===== src/rtl/muxn_pkg.sv =====
// Shared definitions for the N-input selector stage: mode encoding and the
// rotate-priority search used by this and other arbiters.
package muxn_pkg;

  localparam logic MODE_FIXED = 1'b0;
  localparam logic MODE_RR    = 1'b1;

  localparam int RR_MAX = 16;

  typedef struct packed {
    logic       found;
    logic [3:0] idx;
  } rr_res_t;

  // First set bit of valid[n-1:0] searching ptr+1, ptr+2, ... modulo n.
  // Walking the offsets from far to near lets the nearest hit win last.
  function automatic rr_res_t rr_next(input logic [3:0] ptr,
                                      input logic [RR_MAX-1:0] valid,
                                      input int n);
    rr_res_t r;
    int      c;
    r = '0;
    for (int k = RR_MAX; k >= 1; k--) begin
      if (k <= n) begin
        c = (int'(ptr) + k) % n;
        if (valid[c]) begin
          r.found = 1'b1;
          r.idx   = c[3:0];
        end
      end
    end
    return r;
  endfunction

endpackage


===== src/rtl/rr_pick.sv =====
// Combinational rotate-priority encoder: lowest-distance valid channel after ptr.
module rr_pick
  import muxn_pkg::*;
#(
  parameter int N_IN  = 4,
  localparam int SEL_W = $clog2(N_IN)
) (
  input  logic [N_IN-1:0]  valid,
  input  logic [SEL_W-1:0] ptr,
  output logic [SEL_W-1:0] grant,
  output logic             found
);

  rr_res_t res;

  always_comb begin
    res   = rr_next(4'(ptr), RR_MAX'(valid), N_IN);
    grant = res.idx[SEL_W-1:0];
    found = res.found;
  end

endmodule


===== src/rtl/muxn_rr_stage.sv =====
// N-input selector (fixed or round-robin) feeding a one-entry registered output.
// Optional packet lock on round-robin grants: define MUXN_LOCK_EN.
module muxn_rr_stage
  import muxn_pkg::*;
#(
  parameter int WIDTH = 32,
  parameter int N_IN  = 4,
  localparam int SEL_W = $clog2(N_IN)
) (
  input  logic                  clk,
  input  logic                  rst,
  input  logic                  mode,
  input  logic [SEL_W-1:0]      ctrl,
  input  logic [N_IN*WIDTH-1:0] in_data,
  input  logic [N_IN-1:0]       in_valid,
  output logic [N_IN-1:0]       in_ready,
`ifdef MUXN_LOCK_EN
  input  logic [N_IN-1:0]       in_last,
  output logic                  out_last,
`endif
  output logic [WIDTH-1:0]      out_data,
  output logic [SEL_W-1:0]      out_src,
  output logic                  out_valid,
  input  logic                  out_ready
);

  localparam int SEL_N = 1 << SEL_W;

  logic [SEL_W-1:0] rr_ptr;
  logic [SEL_W-1:0] rr_grant, grant;
  logic             rr_found, has_grant;
  logic [SEL_N-1:0] valid_ext;
  logic             load_en, xfer;

  rr_pick #(.N_IN(N_IN)) u_pick (
    .valid (in_valid),
    .ptr   (rr_ptr),
    .grant (rr_grant),
    .found (rr_found)
  );

`ifdef MUXN_LOCK_EN
  logic             locked;
  logic [SEL_W-1:0] lock_ch;
`endif

  always_comb begin
    // Zero-extended so ctrl values >= N_IN simply find no valid.
    valid_ext               = '0;
    valid_ext[N_IN-1:0]     = in_valid;
    load_en                 = !out_valid || out_ready;
    if (mode == MODE_FIXED) begin
      grant     = ctrl;
      has_grant = valid_ext[ctrl];
`ifdef MUXN_LOCK_EN
    end else if (locked) begin
      grant     = lock_ch;
      has_grant = valid_ext[lock_ch];
`endif
    end else begin
      grant     = rr_grant;
      has_grant = rr_found;
    end
    xfer     = load_en && has_grant;
    in_ready = xfer ? (N_IN'(1) << grant) : '0;
  end

  always_ff @(posedge clk) begin
    if (rst) begin
      out_valid <= 1'b0;
      out_data  <= '0;
      out_src   <= '0;
      rr_ptr    <= SEL_W'(N_IN - 1);
`ifdef MUXN_LOCK_EN
      out_last  <= 1'b0;
      locked    <= 1'b0;
      lock_ch   <= '0;
`endif
    end else if (xfer) begin
      out_valid <= 1'b1;
      out_data  <= in_data[grant*WIDTH +: WIDTH];
      out_src   <= grant;
`ifdef MUXN_LOCK_EN
      out_last  <= in_last[grant];
`endif
      if (mode == MODE_RR) begin
        rr_ptr  <= grant;
`ifdef MUXN_LOCK_EN
        locked  <= !in_last[grant];
        lock_ch <= grant;
`endif
      end
    end else if (out_ready) begin
      out_valid <= 1'b0;
    end
  end

endmodule


===== config.mk =====
export PLATFORM = sky130hd
export DESIGN_NAME = muxn_rr_stage
export DESIGN_NICKNAME = d
export VERILOG_FILES = /design/src/rtl/muxn_pkg.sv /design/src/rtl/rr_pick.sv /design/src/rtl/muxn_rr_stage.sv
export SDC_FILE = /design/constraint.sdc
export NUM_CORES = 1
export LEC_CHECK = 0
export ABC_AREA = 1
export CAP_MARGIN = 20
export CORE_MARGIN = 2
export CORE_UTILIZATION = 41
export CTS_CLUSTER_DIAMETER = 30
export CTS_CLUSTER_SIZE = 25
export DETAILED_ROUTE_END_ITERATION = 12
export HOLD_SLACK_MARGIN = 0.12
export PLACE_DENSITY = 0.87
export SYNTH_ARGS = -nofsm -noshare
export SYNTH_HDL_FRONTEND = slang
export SYNTH_SLANG_ARGS = --single-unit

===== constraint.sdc =====
create_clock -name clk -period 3 [get_ports clk]
set_clock_uncertainty 0.15 [all_clocks]
set_input_delay 0.45 -clock clk [delete_from_list [all_inputs] [get_ports clk]]
set_output_delay 0.45 -clock clk [all_outputs]
set_load 0.005 [all_outputs]

# Word-level counts from Yosys, hierarchy flattened
# Index checks and enable logic that the tools add are counted.
# word_totals
register_bits	37
inputBits	138
output_inout_bits	39
word_cells	51
# classes
n_addsub	4
order_cmp	5
n_shift	2
n_mux	23
bitwise	4
reduce_logical	9
# op_table
op	n
128-bit by 8-bit indexed part select with 32-bit output	1
3-bit by 6-bit less-than comparator with 1-bit output (second input constant)	4
5-bit 2-to-1 mux	4
1-bit binary-select mux with 3-bit select	4
1-bit 2-to-1 mux	12
2-bit OR reduction	4
2-bit by 1-bit adder with 2-bit output (second input constant)	2
2-bit adder (second input constant)	2
1-bit bitwise AND (first input constant)	4
4-bit 2-to-1 mux	1
1-bit by 2-bit << shifter with 4-bit output (first input constant)	1
2-bit by 3-bit less-than comparator with 1-bit output (second input constant)	1
1-bit binary-select mux with 2-bit select	1
2-bit 2-to-1 mux	1
2-bit AND reduction	1
2-bit nonzero test	1
1-bit logical AND	1
1-bit logical NOT	1
1-bit logical OR	1

# Longest topological paths before layout
# Gate-level depths: netlist of the first run.
# depth
depth_word	13
mapped_depth	17
mapped_depth_nobuf	15

# Modules after synthesis
# Synthesis of the first run repeated with hierarchy kept, for this count alone.
# hier_totals
hier_cells	543
area_unflattened_um2	3052.9
# modules_own_cells
mod	instances	cells_per_inst	area_per_inst_um2	seq_area_each_um2
muxn_rr_stage	1	494	2803.9	740.7
rr_pick	1	49	249.0	0.0

# Worst setup path after synthesis of the first run
# OpenSTA, ideal clock, no wires.
# synth_path
kind	input-to-output
start	input port in_valid[3]
end	output port in_ready[3]
t_arrival_ps	1543
t_required_ps	2400
setup_slack_ps	857
path_stages	12
cell_sequence	inv_1 o21ai_2 nand2_1 nand2_1 nand2_1 nand2_1 nand2_1 nand3_2 nand2_4 buf_6 buf_6 nor3_1
# synth_via
elab_chain_cells	10
elab_cells_between_ends	23
# synth_lines
item	line	source
from (decl)	muxn_rr_stage.sv:15	input logic [N_IN-1:0] in_valid,
1-bit binary-select mux with 3-bit select	muxn_pkg.sv:26	if (valid[c]) begin
1-bit 2-to-1 mux (implied by the code) (2 in series)	muxn_pkg.sv:26	
5-bit 2-to-1 mux (4 in series)	muxn_pkg.sv:26	
2-bit 2-to-1 mux / 1-bit 2-to-1 mux (equally long branches)	muxn_rr_stage.sv:52	if (mode == MODE_FIXED) begin
1-bit by 2-bit << shifter with 4-bit output / 1-bit logical AND (equally long branches)	muxn_rr_stage.sv:65, muxn_rr_stage.sv:64	
4-bit 2-to-1 mux *	muxn_rr_stage.sv:65	in_ready = xfer ? (N_IN'(1) << grant) : '0;
to (decl)	muxn_rr_stage.sv:16	output logic [N_IN-1:0] in_ready,
# Mark *: on every way between the ends. The rest lies on a longest branch, timed or not. The select of a mux whose other input is x is not followed.

# Worst setup path after layout of the first run
# layout_path
start	input port in_valid[3]
end	register out_data[25]
# layout_via
elab_chain_cells	9
elab_cells_between_ends	22
# layout_lines
item	line	source
1-bit binary-select mux with 3-bit select	muxn_pkg.sv:26	
1-bit 2-to-1 mux (implied by the code) (2 in series)	muxn_pkg.sv:26	
5-bit 2-to-1 mux (4 in series)	muxn_pkg.sv:26	
2-bit 2-to-1 mux / 1-bit 2-to-1 mux (equally long branches)	muxn_rr_stage.sv:52	
128-bit by 8-bit indexed part select with 32-bit output / 1-bit logical AND (equally long branches)	muxn_rr_stage.sv:81, muxn_rr_stage.sv:64	
to (signal assigned)	muxn_rr_stage.sv:81	out_data <= in_data[grant*WIDTH +: WIDTH];
to (decl)	muxn_rr_stage.sv:21	output logic [WIDTH-1:0] out_data,
# Parallel ways exist; a longest one is shown, timed or not. The select of a mux whose other input is x is not followed.
# A chain may end at the register's enable or synchronous reset.

==> results of run 1 <==
## sequential cells by signal, summed over array words and instances (netlist names)
signal,cells
out_data,32
out_src,2
rr_ptr,2
out_valid,1
## worst min-delay path by stage
stage          slack (ns)         end  depth (start not counted)  startpoint
4_1_cts              0.39  out_src[1]                          2  out_src[1]
6_report             0.40  out_src[1]                          2  out_src[1]
3_5_place_dp         0.36  out_src[1]                          2  out_src[1]
2_1_floorplan        0.35  out_src[1]                          2  out_src[1]
3_3_place_gp         0.37  out_src[1]                          2  out_src[1]
5_1_grt              0.41  out_src[1]                          2  out_src[1]
## worst max-delay path, cell delays in order
cell	delay [ns]
clkdlybuf4s50_1	0.48
inv_1	0.07
o21ai_2	0.16
nand2_1	0.09
nand2_1	0.07
nand2_1	0.07
nand3_1	0.09
nand3_2	0.11
nand2_4	0.12
buf_4	0.35
inv_4	0.23
nand2_1	0.11
nand2_1	0.05
a21oi_1	0.15
nor2_1	0.05
## final cells by class
type,instances,area (um2),share of cell area
Inverter,88,340,0.0693
Clock inverter,1,30.0,0.00611
Multi-Input combinational cell,355,1700,0.347
Tap cell,99,124,0.0252
Sequential cell,37,742,0.151
Timing Repair Buffer,191,1890,0.384
Clock buffer,7,86.3,0.0176
## repair_timing
action / CTS / global route
resized for setup: 0 / 8
setup endpoints to repair: 0 / 4
hold buffers: 0 / 0
## cell usage after synthesis
cell	instances	area, um2
a21oi_1	25	125
buf_2	7	35.0
buf_4	6	45.0
buf_6	9	101
clkbuf_1	7	26.3
clkinv_1	1	3.75
dfxtp_1	37	741
inv_1	78	293
inv_2	6	22.5
inv_4	2	12.5
inv_6	1	8.76
nand2_1	161	604
nand2_2	5	31.3
nand2_4	2	22.5
nand3_1	94	470
nand3_2	1	10.0
nand3_4	1	17.5
nor2_1	22	82.6
nor2_4	1	11.3
nor2_8	1	20.0
nor3_1	2	10.0
o211ai_1	2	15.0
o21a_1	32	240
o21ai_0	3	15.0
o21ai_1	1	5.00
o21ai_2	1	8.76
or2_2	1	6.26
## kinds of logic (layout without fill, tap and decap cells)
family,count (synthesis),after routing
buffers and inverters,117,287
AND/OR/NAND/NOR,291,291
AO/OA/AOI/OAI,64,64
flip-flops,37,37
## cells in the final DEF (no fill, tap or decap), types with 2 or more instances in the layout
cell type | synthesis | layout
a21oi_1 | 25 | 25
buf_4 | 6 | 15
clkbuf_8 | 0 | 6
clkdlybuf4s50_1 | 0 | 171
dfxtp_1 | 37 | 36
dlymetal6s2s_1 | 0 | 5
inv_1 | 78 | 78
inv_2 | 6 | 6
inv_4 | 2 | 2
nand2_1 | 161 | 160
nand2_2 | 5 | 6
nand2_4 | 2 | 2
nand3_1 | 94 | 93
nand3_2 | 1 | 2
nor2_1 | 22 | 22
nor3_1 | 2 | 2
o211ai_1 | 2 | 2
o21a_1 | 32 | 32
o21ai_0 | 3 | 3
## metal layers
layer	routed length, um	up-vias	global-route usage
li1	-	1927	-
met2	5330	124	0.423
met1	4450	1699	0.336
met4	219	0	0.0814
met5	0	-	0
met3	526	19	0.0360
## where the power goes
| group | internal, mW | switching [mW] | leakage [nW] |
|---|---|---|---|
| combinational | 0.521 | 0.507 | 2.10 |
| clock | 0.271 | 0.190 | 0.0585 |
| sequential | 0.574 | 0.0493 | 0.308 |
## stage by stage
| stage | instance area (um2) | cells |
|---|---|---|
| 6_report | 4910 | 778 |
| 3_5_place_dp | 4770 | 770 |
| 3_3_place_gp | 4770 | 770 |
| 5_1_grt | 4910 | 778 |
| 2_1_floorplan | 2980 | 509 |
| 4_1_cts | 4890 | 778 |
==> key figures, run 1 <==
Outcome
  • Status: completed

Run
  • Max-cap violations: 0

STA
  • Slew Viols, Final: 0
  • Unrepaired setup endpoints after global routing: no
  • Final WS setup: about 0.37 ns
  • Max Freq: ~380 MHz
  • Final TNS setup: 0 ns
  • Tmin final: ~2.6 ns
  • Slew headroom: 0.638
  • Final period utilization: 0.878
  • Setup Viol. Count Final: 0
  • Worst hold margin: around 0.40 ns
  • Final Hold Vio Count: 0
  • Worst slew pin tran: about 0.54 ns

Synth
  • Syn Area/Cell: ~5.9 um2
  • Multiplexer share of the synthesized area: 0
  • Number of synthesized register bits: 37
  • Gate count of the mapped netlist: 509
  • Post-synthesis compound-gate area fraction: 0.137
  • Largest family of logic cells by synthesized area: simple AND/OR/NAND/NOR gates
  • Adder-cell share of the synthesized area: 0
  • Post-Syn Area: approximately 0.003 mm2
  • Post-Synth XOR/XNOR Area: 0
  • Simple-Gate Fraction of Synth Area: 0.431
  • Synth warn: 0
  • Seq/Total Area, Yosys: 0.248
  • Syn_nets: around 650
  • Netlist cell types: 27

Cells and area
  • Syn-to-layout area delta: 64.6%
  • NumNets Final: approximately 800
  • Filler cells: roughly 680
  • Core Util, Final: 0.688
  • Antenna cells: 0
  • Fraction of layout cells with a size suffix above 1: 0.0692

GRT
  • Total track usage: 0.253
  • Number of antenna violations at the first check in global routing: 0
  • First-pass GRT wire length: roughly 16,000 um
  • Vias in the first global route: 3,310
  • Largest net degree at the start of global routing: 51
  • Grt ovf: 0

Placed design
  • Post-place setup slack: about 0.032 ns
  • Final Wtd Congestion: between 0.8 and 0.9
  • IO buf count: between 150 and 200
  • Hpwl dp: just over 8000 um

Clock network
  • Setup bufs post-CTS: 0
  • CTS Sinks: 37
  • Max clock buf depth: 2
  • Worst skew pair latency: between 0.2 and 0.3 ns
  • H-tree lvl count: 2
  • Root buf cell: clkbuf_8
  • Worst-path clk slew: 0.08 ns
  • CTS buffer count: 5
  • TritonCTS clock tree: done

Drt
  • DR pass1 iterations: 5
  • Routed vias: between 3,000 and 4,000
  • Aggregate routed wire length: 10,500 um
  • Initial DRC count: 173
  • WL per Instance: around 14 um
  • Antenna viol nets, final: 0
  • Drc violations: 0
  • Vias per inst: 4.84

Pwr
  • Static Leak: ~2.5 nW
  • Max VDD drop: around 280 uV
  • Total Power: between 2 and 2.5 mW
  • PwrDens: approximately 430 mW/mm2

Floorplanning
  • Initial Utilization: 0.418
  • CORE AREA: 0.00714 mm2
  • IO Count: between 150 and 200
  • Die footprint: around 0.0080 mm2
  • Horiz. Die Dim: about 89 um
  • Die H: 89.3 um
  • Site Rows: 31

Setup path
  • R2r startpoint: rr_ptr[0]
  • Reg2reg end: out_data[25]
  • Flop2flop setup slack: ~0.55 ns
  • Crit path capture type: flip-flop
  • Kind of critical path: input port to flip-flop
  • Reg2Reg Depth: 16
  • Critical Path RT: a little over 3 ns
  • Crit-path max FO: 36
  • Setup crit start: in_valid[3]
  • Worst setup SP type: input port
  • End point of the critical path: out_data[25]
  • Arrival time at the worst endpoint: ~2.7 ns

Min path
  • Worst Hold Class: flip-flop to flip-flop
Note: power is estimated with default switching activity, not from simulation.
==> run 2: changes to the inputs <==
Settings changed: CAP_MARGIN 20 to 0, CTS_CLUSTER_DIAMETER 30 to not set.
==> results of run 2 <==
No change in the layout: final DEF, timing and power equal those of run 1.
